--- src/rtl/uart_pkg.sv ---
// uart_pkg: shared types and helpers for the host serial link UART.
// Holds the receiver state enum and the oversample increment function.
package uart_pkg;

  typedef enum logic [2:0] {
    RxIdle,
    RxStartBit,
    RxData,
    RxStopBit,
    RxBreak
  } RxState;

  // Phase increment for the fractional accumulator, rounded to nearest.
  function automatic logic [63:0] baud_inc(
    input logic [63:0] baud,
    input logic [63:0] freq,
    input logic [63:0] width,
    input logic [63:0] os
  );
    logic [63:0] num;
    num = ((baud * os) << (width - 64'd4)) + (freq >> 5);
    return num / (freq >> 4);
  endfunction

endpackage

--- src/rtl/uart_baud_gen.sv ---
// uart_baud_gen: fractional-accumulator tick generator.
// Ports: sourceClk, reset (sync, high), clear (restart phase), tick (carry).
module uart_baud_gen
  import uart_pkg::*;
#(
  parameter int BAUD              = 115200,
  parameter int SOURCE_FREQ       = 25000000,
  parameter int ACCUMULATOR_WIDTH = 16,
  parameter int OVERSAMPLE        = 16
) (
  input  logic sourceClk,
  input  logic reset,
  input  logic clear,
  output logic tick
);

  localparam int W = ACCUMULATOR_WIDTH;

  localparam logic [63:0] INC64 = baud_inc(
    64'(BAUD), 64'(SOURCE_FREQ), 64'(W), 64'(OVERSAMPLE));

  localparam logic [W:0] INC = INC64[W:0];

  logic [W:0] acc;

  // Carry is dropped each cycle so tick is a one-cycle pulse.
  always_ff @(posedge sourceClk) begin
    if (reset || clear) begin
      acc <= '0;
    end else begin
      acc <= {1'b0, acc[W-1:0]} + INC;
    end
  end

  assign tick = acc[W];

endmodule

--- src/rtl/uart_rx.sv ---
// uart_rx: 8N1 receiver with 2-flop sync, oversampled bit decisions.
// Ports: sourceClk, reset (sync, high), rx_in (serial, idles high),
// rx_byte (last good byte), rx_valid / rx_frame_err (1-cycle pulses),
// rx_busy (not idle). Option UART_RX_MAJORITY_EN: 2-of-3 vote per bit.
module uart_rx
  import uart_pkg::*;
#(
  parameter int BAUD              = 115200,
  parameter int SOURCE_FREQ       = 25000000,
  parameter int ACCUMULATOR_WIDTH = 16,
  parameter int OVERSAMPLE        = 16
) (
  input  logic       sourceClk,
  input  logic       reset,
  input  logic       rx_in,
  output logic [7:0] rx_byte,
  output logic       rx_valid,
  output logic       rx_frame_err,
  output logic       rx_busy
);

  localparam int OSW = $clog2(OVERSAMPLE);

  localparam logic [OSW-1:0] OS_ONE    = OSW'(1);
  localparam logic [OSW-1:0] START_MID = OSW'(OVERSAMPLE / 2 - 1);
  localparam logic [OSW-1:0] DATA_MID  = OSW'(OVERSAMPLE - 1);

  logic rx_m;
  logic rx_s;

  always_ff @(posedge sourceClk) begin
    if (reset) begin
      rx_m <= 1'b1;
      rx_s <= 1'b1;
    end else begin
      rx_m <= rx_in;
      rx_s <= rx_m;
    end
  end

  logic tick;
  logic clear;

  uart_baud_gen #(
    .BAUD              (BAUD),
    .SOURCE_FREQ       (SOURCE_FREQ),
    .ACCUMULATOR_WIDTH (ACCUMULATOR_WIDTH),
    .OVERSAMPLE        (OVERSAMPLE)
  ) u_baud (
    .sourceClk (sourceClk),
    .reset     (reset),
    .clear     (clear),
    .tick      (tick)
  );

  logic bit_val;

`ifdef UART_RX_MAJORITY_EN
  // Decide one tick late so mid-1, mid and mid+1 all vote. Reload
  // of 1 after the start decision keeps later decisions at mid+1.
  localparam logic [OSW-1:0] START_AT     = START_MID + OS_ONE;
  localparam logic [OSW-1:0] DATA_AT      = DATA_MID + OS_ONE;
  localparam logic [OSW-1:0] START_RELOAD = OS_ONE;

  logic vote_a;
  logic vote_b;

  always_ff @(posedge sourceClk) begin
    if (reset) begin
      vote_a <= 1'b1;
      vote_b <= 1'b1;
    end else if (tick) begin
      vote_a <= vote_b;
      vote_b <= rx_s;
    end
  end

  assign bit_val = (vote_a & vote_b) |
                   (vote_a & rx_s) |
                   (vote_b & rx_s);
`else
  localparam logic [OSW-1:0] START_AT     = START_MID;
  localparam logic [OSW-1:0] DATA_AT      = DATA_MID;
  localparam logic [OSW-1:0] START_RELOAD = '0;

  assign bit_val = rx_s;
`endif

  RxState         state;
  RxState         state_nxt;
  logic [OSW-1:0] os_cnt;
  logic [OSW-1:0] os_nxt;
  logic [2:0]     bit_cnt;
  logic [2:0]     bit_nxt;
  logic [7:0]     shift;
  logic [7:0]     shift_nxt;
  logic [7:0]     byte_nxt;
  logic           valid_nxt;
  logic           err_nxt;
  logic [OSW-1:0] sample_at;
  logic           sample;

  assign sample_at = (state == RxStartBit) ? START_AT : DATA_AT;
  assign sample    = tick && (os_cnt == sample_at);

  always_ff @(posedge sourceClk) begin
    if (reset) begin
      state        <= RxIdle;
      os_cnt       <= '0;
      bit_cnt      <= '0;
      shift        <= '0;
      rx_byte      <= '0;
      rx_valid     <= 1'b0;
      rx_frame_err <= 1'b0;
    end else begin
      state        <= state_nxt;
      os_cnt       <= os_nxt;
      bit_cnt      <= bit_nxt;
      shift        <= shift_nxt;
      rx_byte      <= byte_nxt;
      rx_valid     <= valid_nxt;
      rx_frame_err <= err_nxt;
    end
  end

  always_comb begin
    state_nxt = state;
    os_nxt    = tick ? os_cnt + OS_ONE : os_cnt;
    bit_nxt   = bit_cnt;
    shift_nxt = shift;
    byte_nxt  = rx_byte;
    valid_nxt = 1'b0;
    err_nxt   = 1'b0;
    clear     = 1'b0;
    unique case (state)
      RxIdle: begin
        os_nxt = '0;
        if (!rx_s) begin
          clear     = 1'b1;
          state_nxt = RxStartBit;
        end
      end
      RxStartBit: begin
        if (sample) begin
          if (bit_val) begin
            state_nxt = RxIdle;
          end else begin
            os_nxt    = START_RELOAD;
            bit_nxt   = '0;
            state_nxt = RxData;
          end
        end
      end
      RxData: begin
        if (sample) begin
          shift_nxt = {bit_val, shift[7:1]};
          bit_nxt   = bit_cnt + 3'd1;
          if (bit_cnt == 3'd7) begin
            state_nxt = RxStopBit;
          end
        end
      end
      RxStopBit: begin
        if (sample) begin
          if (bit_val) begin
            byte_nxt  = shift;
            valid_nxt = 1'b1;
            state_nxt = RxIdle;
          end else begin
            err_nxt   = 1'b1;
            state_nxt = RxBreak;
          end
        end
      end
      RxBreak: begin
        if (rx_s) begin
          state_nxt = RxIdle;
        end
      end
      default: begin
        state_nxt = RxIdle;
      end
    endcase
  end

  assign rx_busy = (state != RxIdle);

endmodule
--- config.mk ---
export PLATFORM = sky130hd
export DESIGN_NAME = uart_rx
export DESIGN_NICKNAME = d
export VERILOG_FILES = /design/src/rtl/uart_pkg.sv /design/src/rtl/uart_baud_gen.sv /design/src/rtl/uart_rx.sv
export SDC_FILE = /design/constraint.sdc
export NUM_CORES = 1
export LEC_CHECK = 0
export BUFFER_PORTS_ARGS = -buffer_cell sky130_fd_sc_hd__buf_2
export CAP_MARGIN = 20
export CORE_UTILIZATION = 40
export CTS_BUF_LIST = sky130_fd_sc_hd__clkbuf_8 sky130_fd_sc_hd__clkbuf_16
export DETAILED_ROUTE_END_ITERATION = 8
export PLACE_DENSITY = 0.63
export SLEW_MARGIN = 20
export SYNTH_ARGS = -nofsm -noshare
export SYNTH_HDL_FRONTEND = slang
export SYNTH_SLANG_ARGS = --single-unit
--- constraint.sdc ---
create_clock -name sourceClk -period 1.97 [get_ports sourceClk]
set_input_delay 0.197 -clock sourceClk [delete_from_list [all_inputs] [get_ports sourceClk]]
set_output_delay 0.197 -clock sourceClk [all_outputs]
set_load 0.1 [all_outputs]
# == Yosys cells after proc, flatten, opt, wreduce, memory -nomap -nowiden ==
# Index checks and enable logic that the tools add are counted.
# op_classes
shifts,0
mul,0
n_eq_ne,13
n_bitwise,2
reduce_logical,10
mux,21
div,0
n_addsub,3
magnitude_cmp,0
# ops
operator,n
2-to-1 mux 3 bit,10
adder 16 x 13 -> 17 bit (second input constant),1
2-to-1 mux 4 bit,4
one-hot mux 3 bit (5 select lines),1
!= test 2 bit (second input constant),7
one-hot mux 4 bit (2 select lines),1
equality test 3 x 2 -> 1 bit (second input constant),2
equality test 3 bit (second input constant),2
one-hot mux 3 bit (2 select lines),1
AND reduction 6 bit,1
adder 4 x 1 -> 4 bit (second input constant),1
equality test 4 bit,1
AND reduction 4 bit,1
adder 3 x 1 -> 3 bit (second input constant),1
equality test 3 x 1 -> 1 bit (second input constant),1
logical NOT 3 bit,1
2-to-1 mux 1 bit,3
AND reduction 3 bit,1
nonzero test 3 bit,1
OR reduction 3 bit,1
2-to-1 mux 2 bit,1
inverter 1 bit,2
AND reduction 2 bit,1
nonzero test 2 bit,1
other kinds (2),2
# totals
latch_bits,0
memories,0
input_bits,3
mem_bits_rw,0
out_inout_bits,11
romBits,0
regBits,47

# == Logic depth before layout (Yosys ltp) ==
# depth
depth_word,6
depth_mapped,6
mapped_depth_nobuf,6

# == Hierarchy ==
# Synthesis repeated with hierarchy kept, for this count alone.
# hier_totals
cells_unflattened,199
area_unflattened_um2,1836.8
# modules_own_cells
mod,cells_each,n_inst,area_each_um2,seq_area_each_um2
uart_rx,143,1,1311.3,600.6
uart_baud_gen,56,1,525.5,240.2

# == Worst setup path after synthesis ==
# OpenSTA, ideal clock, no wires.
# synth_path
path_type,reg2reg
from,register os_cnt[0]
to,register bit_cnt[0]
stages_incl_launch_ff,7
path_buffers,1
synth_period_minus_slack_ns,1.681
path_slack_ns,0.289
arrival_ns,1.602
path_cell_list,dfxtp_1 ha_1 nand3_4 or4_4 buf_6 nor2b_4 a211oi_2
# synth_between
elab_chain_len,4
# synth_rtl
element,line_no,source
from (decl),uart_rx.sv:91,logic [OSW-1:0] os_cnt;
from (signal assigned),uart_rx.sv:117,os_cnt <= os_nxt;
equality test 4 bit *,uart_rx.sv:104,assign sample = tick && (os_cnt == sample_at);
logical AND 1 bit *,uart_rx.sv:104,
!= test 2 bit (no source line),n/a,
AND reduction 4 bit (no source line) *,n/a,
to (signal assigned),uart_rx.sv:118,bit_cnt <= bit_nxt;
to (decl),uart_rx.sv:93,logic [2:0] bit_cnt;
# Mark *: on every way between the ends. The rest lies on a longest branch, timed or not.
# A chain may end at the register's enable or synchronous reset.

# == Final worst setup path ==
# Ends and elaborated chain as after synthesis.

==> metrics.log <==
INFO  metric internal_power = 1.21 mW
INFO  metric timing.critical_path.required = 2.18 ns
INFO  metric setup_tns = 0 ns
INFO  metric gr-total-overflow = 0
INFO  metric critical_path_peak_fanout = 9
INFO  metric global_route.usage.total = 15.1%
INFO  metric drt_pre_antenna_iters = 4
INFO  metric synth_seq_cells = 42
INFO  metric startpoint_to_endpoint_class_of_the_critical_path = reg2reg
INFO  metric postCtsHoldBufs = 0
INFO  metric cts_root_buf = clkbuf_8
INFO  metric post_route_clock_period_utilization = 90.3%
INFO  metric starting_density_of_the_core = 43.0%
INFO  metric hold_path_depth = 2
INFO  metric synthesized_netlist_cell_count = 187
INFO  metric fin_nets = 204
INFO  metric layout.cells.most_common = dfxtp_1
INFO  metric ant_nets = 0
INFO  metric report.final.slew_viol_count = 0
INFO  metric share_comb_of_total_power = 7.7%
INFO  metric drt_first_iter_violations = 48
INFO  metric synth.area.top_cells = dfxtp_1, mux2i_1, nor2_1, ha_1, nor3_1
INFO  metric crit_chain = ha_1 > nand3_4 > or4_4 > nor2b_4 > a211oi_2
INFO  metric postSynthNetCount = 194
INFO  metric die_area = 4690 um2
INFO  metric floorplan.die.width = 68.5 um
INFO  metric die_height = 68.5 um
INFO  metric numCtsBuffers = 5
INFO  metric share_clk_of_total_power = 34.9%
INFO  metric mappedNetlistArea = 1770 um2
INFO  metric clkSinkCount = 42
INFO  metric hold_start = rx_in
INFO  metric static-leakage-power = 0.877 nW
INFO  metric rows = 23
INFO  metric r2r-end = bit_cnt[0]
INFO  metric post_route_cells_drive_above_1_share = 14.6%
INFO  metric crit-reg2reg-launch = os_cnt[0]
INFO  metric core_area = 4120 um2
INFO  metric placement.cell_area = 1850 um2
INFO  metric number_of_gates_resized_after_cts = 0
INFO  metric grt_max_degree = 29
INFO  metric yosys.area.top_type_share = 47.6%
INFO  metric clock_insertion_delay_worst_skew = 0.29 ns
INFO  metric postSynth.asyncResetShare = 0%
INFO  metric r2r.worst_path.cells = 5
INFO  metric fin_hold_ws = 0.0949 ns
INFO  metric numPortBuffers = 13
INFO  metric final_design_area_no_fill = 1940 um2
INFO  metric boundaryPins = 14
INFO  metric reg2reg_setup_slack = 0.19 ns
INFO  metric post_synth_num_cell_types = 41
INFO  metric post_cts_buffers = 0
INFO  metric finalClockSkew = 0.00481 ns
INFO  metric timing.hold.worst_endpoint = rx_m
INFO  metric cellPowerDensity = 819 nW/um2
INFO  metric clock_tree_from_tritoncts = built
INFO  metric power.switching = 0.378 mW
INFO  metric rsz_0062_raised_after_global_routing = no
INFO  metric layout_min_cycle_time = 1.78 ns
INFO  metric startpoint_type = register
INFO  metric cp.arrival = 1.99 ns
INFO  metric syn-mean-instance-area = 9.45 um2
INFO  metric hold_path.class = in2reg
INFO  metric maximum_level_of_the_cts_h_tree = 2
INFO  metric synth.yosys.warnings = 0
INFO  metric maximum_clock_frequency = 0.562 GHz
INFO  metric result_of_the_run = completed
INFO  metric finished_core_util = 47.1%
INFO  metric finalSetupViolations = 0
INFO  metric critPathMaxStageDelay = 0.61 ns
INFO  metric layout_common_cells = dfxtp_1, nor2_1, mux2i_1, buf_2, nor3_1
INFO  metric worst_ir_drop_vdd = 0.441 mV
INFO  metric antenna_cells_inserted = 0
INFO  metric routedWlPerCell = 12.6 um
INFO  metric vias = 1,312
INFO  metric p_sw_share = 23.9%
INFO  metric synth.yosys.seq_area_share = 47.6%
INFO  metric crit_slowest_cell = or4_4
INFO  metric first_global_vias = 1,232
INFO  metric timing.critical_path.to_type = register
INFO  metric place.detailed.hpwl = 2.20 mm
INFO  metric drt-total-wl = 3.12 mm
INFO  metric synthFlopType = dfxtp_1
INFO  metric report.final.hold_viol_count = 0
INFO  metric seq_power_share = 57.4%
INFO  metric antenna_violations_before_repair = 0
INFO  metric max_cap_viols = 0
INFO  metric area_growth_syn_to_layout = 9.55%
INFO  metric synth_edf_count = 0
INFO  metric replace_congestion = 0.791
INFO  metric relSlewSlack = 59.7%
INFO  metric grt_first_pass_wirelength = 5.14 mm
INFO  metric detailed_route_vias_per_instance = 5.29
INFO  metric clk_transition_reported_paths = 0.08 ns
INFO  metric timing_worst_slew_pin_value = 0.600 ns
INFO  metric clockBufferDepth = 2
INFO  metric synth.largest_area_cell = dfxtp_1
INFO  metric detail_route.drc_violations = 0
per-layer routing:
layer,GRT usage (%),vias to the layer above,wire (um)
met1,16.0,631,1390
met4,6.77,0,38
met5,0,-,0
li1,-,660,-
met3,4.67,4,101
met2,27.2,17,1590
layout make-up:
class                           count  area (um2)
Clock buffer                        6        82.6
Clock inverter                      2        8.76
Fill cell                         398        2180
Inverter                            6        22.5
Multi-Input combinational cell    128         847
Sequential cell                    42         841
Tap cell                           50        62.6
Timing Repair Buffer               14        72.6
critical path, delay by kind of cell, from the launching register on:
kind / cells / cell delay (ns)
and+or+nand+nor: 3 / 0.91
adders and majority gates: 1 / 0.25
AOI/OAI and AO/OA: 1 / 0.17
DFF: 1 / 0.37
stage by stage:
| stage | power (mW) | std cells | setup WS, ns |
|---|---|---|---|
| global route | 1.66 | 248 | 0.0545 |
| CTS | 1.61 | 248 | 0.175 |
| floorplan | 1.03 | 187 | 0.289 |
| finish | 1.59 | 248 | 0.191 |
| global placement | 1.04 | 240 | 0.254 |
| detailed placement | 1.05 | 240 | 0.210 |
cell usage after synthesis, types with 2 or more instances:
| library cell | count |
|---|---|
| dfxtp_1 | 42 |
| or2_2 | 3 |
| ha_1 | 4 |
| nor3_1 | 10 |
| xor2_1 | 2 |
| nand2b_1 | 4 |
| clkbuf_1 | 5 |
| nor2_1 | 31 |
| a21oi_1 | 7 |
| nand2_1 | 4 |
| xnor2_1 | 5 |
| and3_1 | 2 |
| buf_2 | 4 |
| mux2i_1 | 19 |
| or3_1 | 4 |
| o21ai_0 | 6 |
| nand3_1 | 4 |
| and2_1 | 3 |
| inv_1 | 6 |
state kept, by name (all words and copies together) (netlist names):
register / cells
rx_byte: 8
os_cnt: 4
state: 3
bit_cnt: 3
bit_val: 1
rx_valid: 1
rx_frame_err: 1
rx_m: 1
u_baud.acc: 12
shift: 8
kinds of logic (layout without fill, tap and decap cells):
| logic type | Yosys count | count (layout) | share of synthesized area [%] |
|---|---|---|---|
| AO/OA/AOI/OAI | 25 | 25 | 9.34 |
| multiplexers | 19 | 19 | 10.8 |
| XOR/XNOR | 7 | 7 | 3.47 |
| buffers and inverters | 17 | 28 | 4.53 |
| adder cells (fa/ha/maj) | 4 | 4 | 2.83 |
| AND/OR/NAND/NOR | 73 | 73 | 21.5 |
| flip-flops | 42 | 42 | 47.6 |
power groups by stage:
stage / clock (mW) / sequential, mW / combinational (mW)
3_3_place_gp: 0 / 0.927 / 0.116
4_1_cts: 0.576 / 0.909 / 0.123
5_1_grt: 0.605 / 0.916 / 0.138
2_1_floorplan: 0 / 0.919 / 0.107
3_5_place_dp: 0 / 0.929 / 0.123
6_report: 0.554 / 0.911 / 0.122
worst max path at each step:
stage                             to  cells past startpoint      start
after global placement    bit_cnt[0]                      5  os_cnt[0]
final                     bit_cnt[0]                      5  os_cnt[0]
after detailed placement  bit_cnt[0]                      5  os_cnt[0]
after CTS                 bit_cnt[0]                      5  os_cnt[0]
after global routing        shift[7]                      5  os_cnt[0]
after floorplan           bit_cnt[0]                      6  os_cnt[0]
(Power assumes the default switching activity.)
